<file path="config.mk">
export PLATFORM = sky130hd
export DESIGN_NAME = cwt_res_reader
export DESIGN_NICKNAME = d
export VERILOG_FILES = /design/src/rtl/cwt_res_reader.sv
export SDC_FILE = /design/constraint.sdc
export NUM_CORES = 1
export LEC_CHECK = 0
export CAP_MARGIN = 20
export CORE_MARGIN = 5
export CORE_UTILIZATION = 35
export DETAILED_ROUTE_END_ITERATION = 12
export GPL_TIMING_DRIVEN = 0
export PLACE_DENSITY_LB_ADDON = 0.15
export RECOVER_POWER = 50
export SKIP_CTS_REPAIR_TIMING = 1
export SLEW_MARGIN = 40
export SYNTH_ARGS = -nofsm -noshare
export SYNTH_HDL_FRONTEND = slang
export SYNTH_SLANG_ARGS = --single-unit
</file>
<file path="constraint.sdc">
create_clock -name clk -period 6.75 [get_ports clk]
set_input_delay 0.675 -clock clk [delete_from_list [all_inputs] [get_ports clk]]
set_output_delay 0.675 -clock clk [all_outputs]
set_load 0.02 [all_outputs]
</file>
<file path="src/rtl/cwt_res_reader.sv">
// cwt_res_reader
// Drains one CWT result frame (real + imaginary banks, N*J1 words each) out of
// the result BRAMs and streams it to a valid/ready consumer, tagging every beat
// with its scale index j and sample index n. The CWT core is held off through
// busy_o until every coefficient of the frame has been accepted downstream.
//
// Ports
//   clk, rst          : single rising-edge clock, asynchronous active-high reset
//   cwt_done_i        : frame-stored pulse from the CWT core, starts a drain
//   busy_o            : high while a frame is being drained
//   bram_en_o         : read enable shared by both result banks
//   bram_addr_o       : read address j*N + n
//   bram_re_i/im_i    : read data, valid one cycle after the enable
//   m_valid_o/ready_i : output handshake
//   m_re_o, m_im_o    : coefficient data (passed through unmodified)
//   m_scale_o/idx_o   : j and n of the current beat
//   m_last_scale_o    : n = N-1
//   m_last_frame_o    : j = J1-1 and n = N-1
//   done_o            : one-cycle pulse after the final beat is accepted
//
// state | meaning
// ------+-------------------------------------------------------------
// IDLE  | waiting for cwt_done_i
// READ  | issuing reads 0 .. N*J1-1, throttled by FIFO space
// DRAIN | all reads issued; waiting for FIFO and read pipe to empty

module cwt_res_reader #(
   parameter int N  = 1024,
   parameter int J1 = 64
) (
   input  logic                      clk,
   input  logic                      rst,
   input  logic                      cwt_done_i,
   output logic                      busy_o,
   output logic                      bram_en_o,
   output logic [$clog2(N*J1)-1:0]   bram_addr_o,
   input  logic [31:0]               bram_re_i,
   input  logic [31:0]               bram_im_i,
   output logic                      m_valid_o,
   input  logic                      m_ready_i,
   output logic [31:0]               m_re_o,
   output logic [31:0]               m_im_o,
   output logic [$clog2(J1)-1:0]     m_scale_o,
   output logic [$clog2(N)-1:0]      m_idx_o,
   output logic                      m_last_scale_o,
   output logic                      m_last_frame_o,
   output logic                      done_o
);

   localparam int AW = $clog2(N*J1);
   localparam int NW = $clog2(N);
   localparam int JW = $clog2(J1);
   localparam logic [AW-1:0] LAST_ADDR = AW'(N*J1-1);

   typedef enum logic [1:0] {
      S_IDLE  = 2'd0,
      S_READ  = 2'd1,
      S_DRAIN = 2'd2
   } state_t;

   state_t state, state_nxt;

   logic [AW-1:0] issue_cnt;
   logic          issue;
   logic          pop;

   // read pipe: a read issued in one cycle has its data on the bus the next
   logic          pend;
   logic [AW-1:0] pend_addr;

   // two-entry output FIFO, enough to cover the one-cycle read latency at
   // full rate
   logic [31:0]   fifo_re    [2];
   logic [31:0]   fifo_im    [2];
   logic [JW-1:0] fifo_scale [2];
   logic [NW-1:0] fifo_idx   [2];
   logic          fifo_ls    [2];
   logic          fifo_lf    [2];
   logic          wr_ptr;
   logic          rd_ptr;
   logic [1:0]    fifo_cnt;
   logic [2:0]    outstanding;

   assign outstanding = {1'b0, fifo_cnt} + {2'b00, pend};
   assign pop         = (fifo_cnt != 2'd0) && m_ready_i;

   // state register
   always_ff @(posedge clk or posedge rst) begin
      if (rst) begin
         state <= S_IDLE;
      end else begin
         state <= state_nxt;
      end
   end

   // next-state logic
   always_comb begin
      state_nxt = state;
      case (state)
         S_IDLE: begin
            if (cwt_done_i) begin
               state_nxt = S_READ;
            end
         end
         S_READ: begin
            if (issue && (issue_cnt == LAST_ADDR)) begin
               state_nxt = S_DRAIN;
            end
         end
         S_DRAIN: begin
            if ((fifo_cnt == 2'd0) && !pend) begin
               state_nxt = S_IDLE;
            end
         end
         default: state_nxt = S_IDLE;
      endcase
   end

   // output logic; a pop in the same cycle frees the slot the new read needs,
   // which is what keeps a ready-high stream at one beat per clock
   always_comb begin
      issue          = (state == S_READ) && ((outstanding < 3'd2) || pop);
      bram_en_o      = issue;
      bram_addr_o    = issue_cnt;
      m_valid_o      = (fifo_cnt != 2'd0);
      m_re_o         = fifo_re[rd_ptr];
      m_im_o         = fifo_im[rd_ptr];
      m_scale_o      = fifo_scale[rd_ptr];
      m_idx_o        = fifo_idx[rd_ptr];
      m_last_scale_o = fifo_ls[rd_ptr];
      m_last_frame_o = fifo_lf[rd_ptr];
   end

   // issue counter stops on the final address so the address bus keeps
   // showing it until the next frame starts
   always_ff @(posedge clk or posedge rst) begin
      if (rst) begin
         issue_cnt <= '0;
      end else if ((state == S_IDLE) && cwt_done_i) begin
         issue_cnt <= '0;
      end else if (issue && (issue_cnt != LAST_ADDR)) begin
         issue_cnt <= issue_cnt + 1'b1;
      end
   end

   always_ff @(posedge clk or posedge rst) begin
      if (rst) begin
         pend      <= 1'b0;
         pend_addr <= '0;
      end else begin
         pend <= issue;
         if (issue) begin
            pend_addr <= issue_cnt;
         end
      end
   end

   always_ff @(posedge clk or posedge rst) begin
      if (rst) begin
         busy_o <= 1'b0;
         done_o <= 1'b0;
      end else begin
         busy_o <= (state_nxt != S_IDLE);
         done_o <= (state == S_DRAIN) && (state_nxt == S_IDLE);
      end
   end

   // FIFO storage is cleared on reset so every m_* output reads 0 right away
   always_ff @(posedge clk or posedge rst) begin
      if (rst) begin
         for (int i = 0; i < 2; i++) begin
            fifo_re[i]    <= '0;
            fifo_im[i]    <= '0;
            fifo_scale[i] <= '0;
            fifo_idx[i]   <= '0;
            fifo_ls[i]    <= 1'b0;
            fifo_lf[i]    <= 1'b0;
         end
         wr_ptr   <= 1'b0;
         rd_ptr   <= 1'b0;
         fifo_cnt <= 2'd0;
      end else begin
         if (pend) begin
            fifo_re[wr_ptr]    <= bram_re_i;
            fifo_im[wr_ptr]    <= bram_im_i;
            fifo_scale[wr_ptr] <= pend_addr[AW-1:NW];
            fifo_idx[wr_ptr]   <= pend_addr[NW-1:0];
            fifo_ls[wr_ptr]    <= &pend_addr[NW-1:0];
            fifo_lf[wr_ptr]    <= &pend_addr;
            wr_ptr             <= ~wr_ptr;
         end
         if (pop) begin
            rd_ptr <= ~rd_ptr;
         end
         fifo_cnt <= fifo_cnt + {1'b0, pend} - {1'b0, pop};
      end
   end

endmodule

</file>
==> results of run 1 <==
-- worst max-delay path: cells and delay by family, from the launching register on --
family                 cells  cell delay [ns]
muxes                      1             0.44
buffers and inverters      3             1.61
DFF                        1             0.34
-- metrics by stage --
step | util (%) | TNS (ns) | std cells
CTS | 47.2 | 0 | 1192
global route | 47.1 | 0 | 1192
floorplan | - | 0 | 652
detailed placement | 44.3 | 0 | 1154
finish | 47.1 | 0 | 1192
global placement | 44.0 | -383.34 | 1151
-- cell type report --
type / count / area, um^2 / area share (%)
sequential: 205 / 5130 / 43.1
clock buffer: 30 / 622 / 5.23
clock inverter: 8 / 90.1 / 0.757
buffer: 35 / 168 / 1.41
inverter: 6 / 23.8 / 0.200
timing repair buffer: 172 / 1770 / 14.9
multi-input combinational: 406 / 3680 / 30.9
tap: 330 / 413 / 3.47
-- flip-flops by register name, summed over array words and instances, names as in the netlist --
name / flops
fifo_scale: 12
fifo_cnt: 2
pend: 1
busy_o: 1
fifo_re: 64
fifo_im: 64
state: 2
fifo_lf: 2
bram_addr_o: 16
rd_ptr: 1
fifo_idx: 20
done_o: 1
fifo_ls: 2
pend_addr: 16
wr_ptr: 1
-- worst paths after layout --
path	depth (start not counted)	slack [ns]	endpoint	start
min reg2reg	2	0.48	fifo_ls[0]$_DFFE_PP0P_	fifo_ls[0]$_DFFE_PP0P_
min	2	0.48	fifo_ls[0]$_DFFE_PP0P_	fifo_ls[0]$_DFFE_PP0P_
min in group asynchronous	2	1.24	fifo_re[4]$_DFFE_PP0P_	rst
max reg2reg	4	4.66	fifo_re[43]$_DFFE_PP0P_	pend$_DFF_PP0_
max	4	3.19	m_scale_o[1]	rd_ptr$_DFFE_PP0N_
max in group asynchronous	4	4.23	fifo_idx[5]$_DFFE_PP0P_	rst
-- cell usage in the layout (no fill, tap or decap), drive strengths merged, types with 6 or more instances in the layout --
master,synthesis,routed
a21oi,10,10
and3,6,6
buf,22,25
clkbuf,13,43
clkdlybuf4s50,0,167
clkinv,0,6
dfrtp,205,205
mux2,242,242
nand2,60,60
nand3,7,7
nand4,8,8
o21ai,10,10
-- power breakdown --
group	total [mW]	leakage [nW]	switching (mW)	internal, mW
Sequential	1.98	2.51	0.259	1.72
Clock	1.19	0.355	0.468	0.719
Combinational	2.84	2.20	1.32	1.53
-- layer usage --
metal / GRT usage [%] / wire length, um / part of all wire (%)
met4: 3.47 / 364 / 1.7
met3: 2.79 / 1190 / 5.5
met5: 0 / 0 / 0
met1: 19.7 / 9460 / 43
met2: 25.5 / 10800 / 49
-- cells by family (layout without fill, tap and decap cells) --
kind of cell,after synthesis,after routing,synth area share (%)
muxes,244,244,30.5
DFF,205,205,57.0
and+or+nand+nor,110,110,6.10
AOI/OAI and AO/OA,45,45,3.50
buffers and inverters,41,251,2.11
xor gates and xnor gates,4,4,0.389
adders and majority gates,3,3,0.417
==> flow_summary.ini, run 1 <==
[yosys]
syn_inst = 652
yosysSeqAreaShare_pct = 57.0
syn_nets = 723
synthDistinctLibCells = 53
yosysTopAreaCellShare_pct = 57.0
ys_seq_elements = 205
synth_warnings = 0
synthTopCellsByCount = 242 x mux2_2, 205 x dfrtp_1, 60 x nand2_1
yosysMostFrequentCell = mux2_2
yosys_most_used_dff = dfrtp_1
netlist_top_cells_area = dfrtp_1 57%, mux2_2 30%, nand2_1 2.5%, buf_2 1.1%, clkbuf_1 0.54%
async_reset_ff_share_pct = 100
syn_area_per_cell_um2 = 13.8
synth-edff-count = 0
netlist_area_um2 = 9000
synth_top_cell_by_area = dfrtp_1

[sta]
finalCriticalPeriod_ns = 3.56
finalHoldViolCount = 0
worst_slew_pin_slew_ns = 2.22
drv_slew = 46
finalCritPeriodShare_pct = 52.7
rsz0062_at_grt = no
layout_setup_ws_ns = 3.19
fmax_ghz = 0.281
finalSetupViolations = 0
maxSlewHeadroom_pct = -49.1
skew_ns = 0.00680
whs_ns = 0.485

[grt]
antenna_found_initial = 0
grt_pass1_vias = 6351
grt_pass1_wl_um = 35000
grt_start_max_net_pins = 60
grt_util_all_layers_pct = 14.9
grt_overflow = 0

[outcome]
status = finished with violations
violations = capacitance limit, slew limit

[routing]
routedWlPerCell_um = 18.3
drc_errors = 0
ant_nets = 0
num_vias = 5882
drt_iter0_drc = 228
via_per_inst = 4.93
routed_wl_um = 21800
drtPass1Iterations = 4

[cts]
root_buffer = clkbuf_16
numCtsBuffers = 23
cts_tree = done
clock-sinks = 205
clock_latency_ns = 0.49
cts_max_level = 1
cts.clk_slew.worst_paths_ns = 0.05
clock_path_buffers = 3

[floorplan]
ioPinCount = 170
die-area_um2 = 29000
die_y_um = 170
start_util_pct = 35.6
chipWidth_um = 170
fp.coreArea_um2 = 25300
core.rowCount = 58

[setup_path]
crit_required_ns = 6.07
cp_slowest_cell = clkbuf_1
critical_path.most_common_cell = clkbuf_1
cp_cell_sequence = clkbuf_1 -> clkbuf_1 -> mux2_2 -> clkdlybuf4s50_1
critPathMaxFanout = 10
crit_arrival_ns = 2.88
cpPeakStageDelay_ns = 0.59
critPathKind = reg -> out
end_kind = primary output
start_kind = flop

[placement]
port_buffers = 169
preCtsSetupSlack_ns = 3.30
dpl.hpwl_um = 15800
dpl_cell_area_um2 = 11200
gp_congestion = 0.800

[finish]
drive_gt1_share_pct = 35.8
fin_nets = 920
final_cell_area_um2 = 11900
n_fill_cell = 2250
diodes = 0
area_growth_pct = 32.2

[power]
p_leak_nw = 5.06
power_density_nw_per_um2 = 505
ir_drop_mv = 0.236
total_power_mw = 6.01

[min_path]
hp-class = reg -> reg

[run]
cap_violations = 1
(Power assumes the default switching activity.)
==> run 2: changes to the inputs <==
clock period = 3 ns   (was 6.75 ns; I/O delays follow)
==> run 2 against run 1 <==
Effect of this change:
- the flow now finishes without violations
- clock power grew to 2.7 times the previous value
- critical path depth unchanged
- worst hold slack worse by 0.12 ns
- sequential power grew 120%
- total power grew 130%
- final area rose by 1.7%
- combinational power rose by 130%
==> flow_summary.ini, run 2 (synthesized netlist as in run 1, its figures left out) <==
[floorplan]
chipWidth_um = 170
ioPinCount = 170
die_y_um = 170
start_util_pct = 35.6
die-area_um2 = 29000
core.rowCount = 58
fp.coreArea_um2 = 25300

[sta]
setup-tns-final_ns = 0
finalCriticalPeriod_ns = 2.85
finalHoldViolCount = 0
skew_ns = 0.00869
rsz0062_at_grt = no
worst_slew_pin_slew_ns = 1.46
layout_setup_ws_ns = 0.147
finalSetupViolations = 0
whs_ns = 0.364
fmax_ghz = 0.351
drv_slew = 0
maxSlewHeadroom_pct = 2.47
finalCritPeriodShare_pct = 95.1

[finish]
reg_top3 = fifo_im x64, fifo_re x64, fifo_idx x20
diodes = 0
n_fill_cell = 2216
area_growth_pct = 34.4
drive_gt1_share_pct = 36.8
layout_common_cells = 241 x mux2_2, 205 x dfrtp_1, 167 x clkdlybuf4s50_1
fin_nets = 926
final_common_cell = mux2_2
fin_cells = 1202

[routing]
ant_nets = 0
routed_wl_um = 22000
via_per_inst = 4.92
drt_iter0_drc = 226
drc_errors = 0
num_vias = 5917
routedWlPerCell_um = 18.3
drtPass1Iterations = 4

[placement]
place_inst = 1160
preCtsSetupSlack_ns = 0.188
gp_congestion = 0.810
port_buffers = 169
dpl.hpwl_um = 16200

[run]
cap_violations = 0

[setup_path]
crit_arrival_ns = 2.55
end_kind = primary output
start_kind = flop
crit_required_ns = 2.70
critPathKind = reg -> out
critPathMaxFanout = 12

[grt]
antenna_found_initial = 0
grt_pass1_wl_um = 35800
grt_util_all_layers_pct = 15.2
grt_start_max_net_pins = 29
grt_pass1_vias = 6503
grt_overflow = 0

[cts]
clock-sinks = 205
clock_latency_ns = 0.50
clock_path_buffers = 3
root_buffer = clkbuf_16
cts.clk_slew.worst_paths_ns = 0.06
cts_max_level = 1
cts_tree = done
numCtsBuffers = 24

[power]
ir_drop_mv = 0.568
power_density_nw_per_um2 = 1160
p_leak_nw = 5.17

[outcome]
status = finished, final reports clean

[min_path]
hp-class = in -> async
-- run 2: changes by cell type in the layout (fill, tap and decap cells not counted), sizes merged --
| cell | delta |
|---|---|
| clkbuf | +8 |
| bufinv | +3 |
| dlymetal6s4s | +1 |
| clkinv | -2 |
-- run 2: critical path: stages, from the launching register on --
cell and delay [ns]:
dfrtp_1 0.47, a21oi_2 0.35, o21ai_2 0.19, inv_1 0.35
clkdlybuf4s50_1 0.68
-- run 2: routing by layer --
| layer | up-vias | track usage [%] | wire, um |
|---|---|---|---|
| met1 | 2972 | 19.4 | 9240 |
| met5 | - | 0 | 0 |
| met4 | 0 | 4.41 | 581 |
| li1 | 2773 | - | - |
| met2 | 135 | 26.7 | 11200 |
| met3 | 37 | 2.60 | 955 |
-- run 2: path summary, 6_finish.rpt --
| kind | depth (start not counted) | to | from | slack (ns) |
|---|---|---|---|---|
| hold reg to reg | 2 | fifo_ls[0]$_DFFE_PP0P_ | fifo_ls[0]$_DFFE_PP0P_ | 0.48 |
| setup reg to reg | 4 | fifo_re[31]$_DFFE_PP0P_ | pend$_DFF_PP0_ | 0.90 |
| setup / recovery | 4 | bram_en_o | pend$_DFF_PP0_ | 0.15 |
| min in group clk | 2 | fifo_im[19]$_DFFE_PP0P_ | bram_im_i[19] | 0.44 |
| max in group asynchronous | 6 | fifo_re[21]$_DFFE_PP0P_ | rst | 0.50 |
| hold / removal | 2 | fifo_im[7]$_DFFE_PP0P_ | rst | 0.36 |
-- run 2: stage by stage --
step           util [%]  total power, mW  area [um^2]
6_report           47.9             14.1        12100
3_5_place_dp       44.8             11.1        11300
2_1_floorplan         -             8.45         9010
4_1_cts            48.4             14.3        12200
5_1_grt            47.9             14.9        12100
3_3_place_gp       44.0             10.8        11100
-- run 2: report_power, final --
| group | total, mW | leakage (nW) | internal [mW] | switching, mW |
|---|---|---|---|---|
| Combinational | 6.41 | 2.22 | 3.44 | 2.97 |
| Clock | 3.19 | 0.441 | 2.09 | 1.10 |
| Sequential | 4.45 | 2.51 | 3.86 | 0.586 |
-- run 2: cell type report --
| cell class | instances | area (um^2) | area share, % |
|---|---|---|---|
| Tap cell | 330 | 413 | 3.41 |
| Multi-Input combinational cell | 406 | 3680 | 30.4 |
| Sequential cell | 205 | 5130 | 42.4 |
| Timing Repair Buffer | 178 | 1790 | 14.8 |
| Clock inverter | 9 | 170 | 1.41 |
| Buffer | 34 | 166 | 1.38 |
| Inverter | 6 | 23.8 | 0.197 |
| Clock buffer | 34 | 719 | 5.95 |
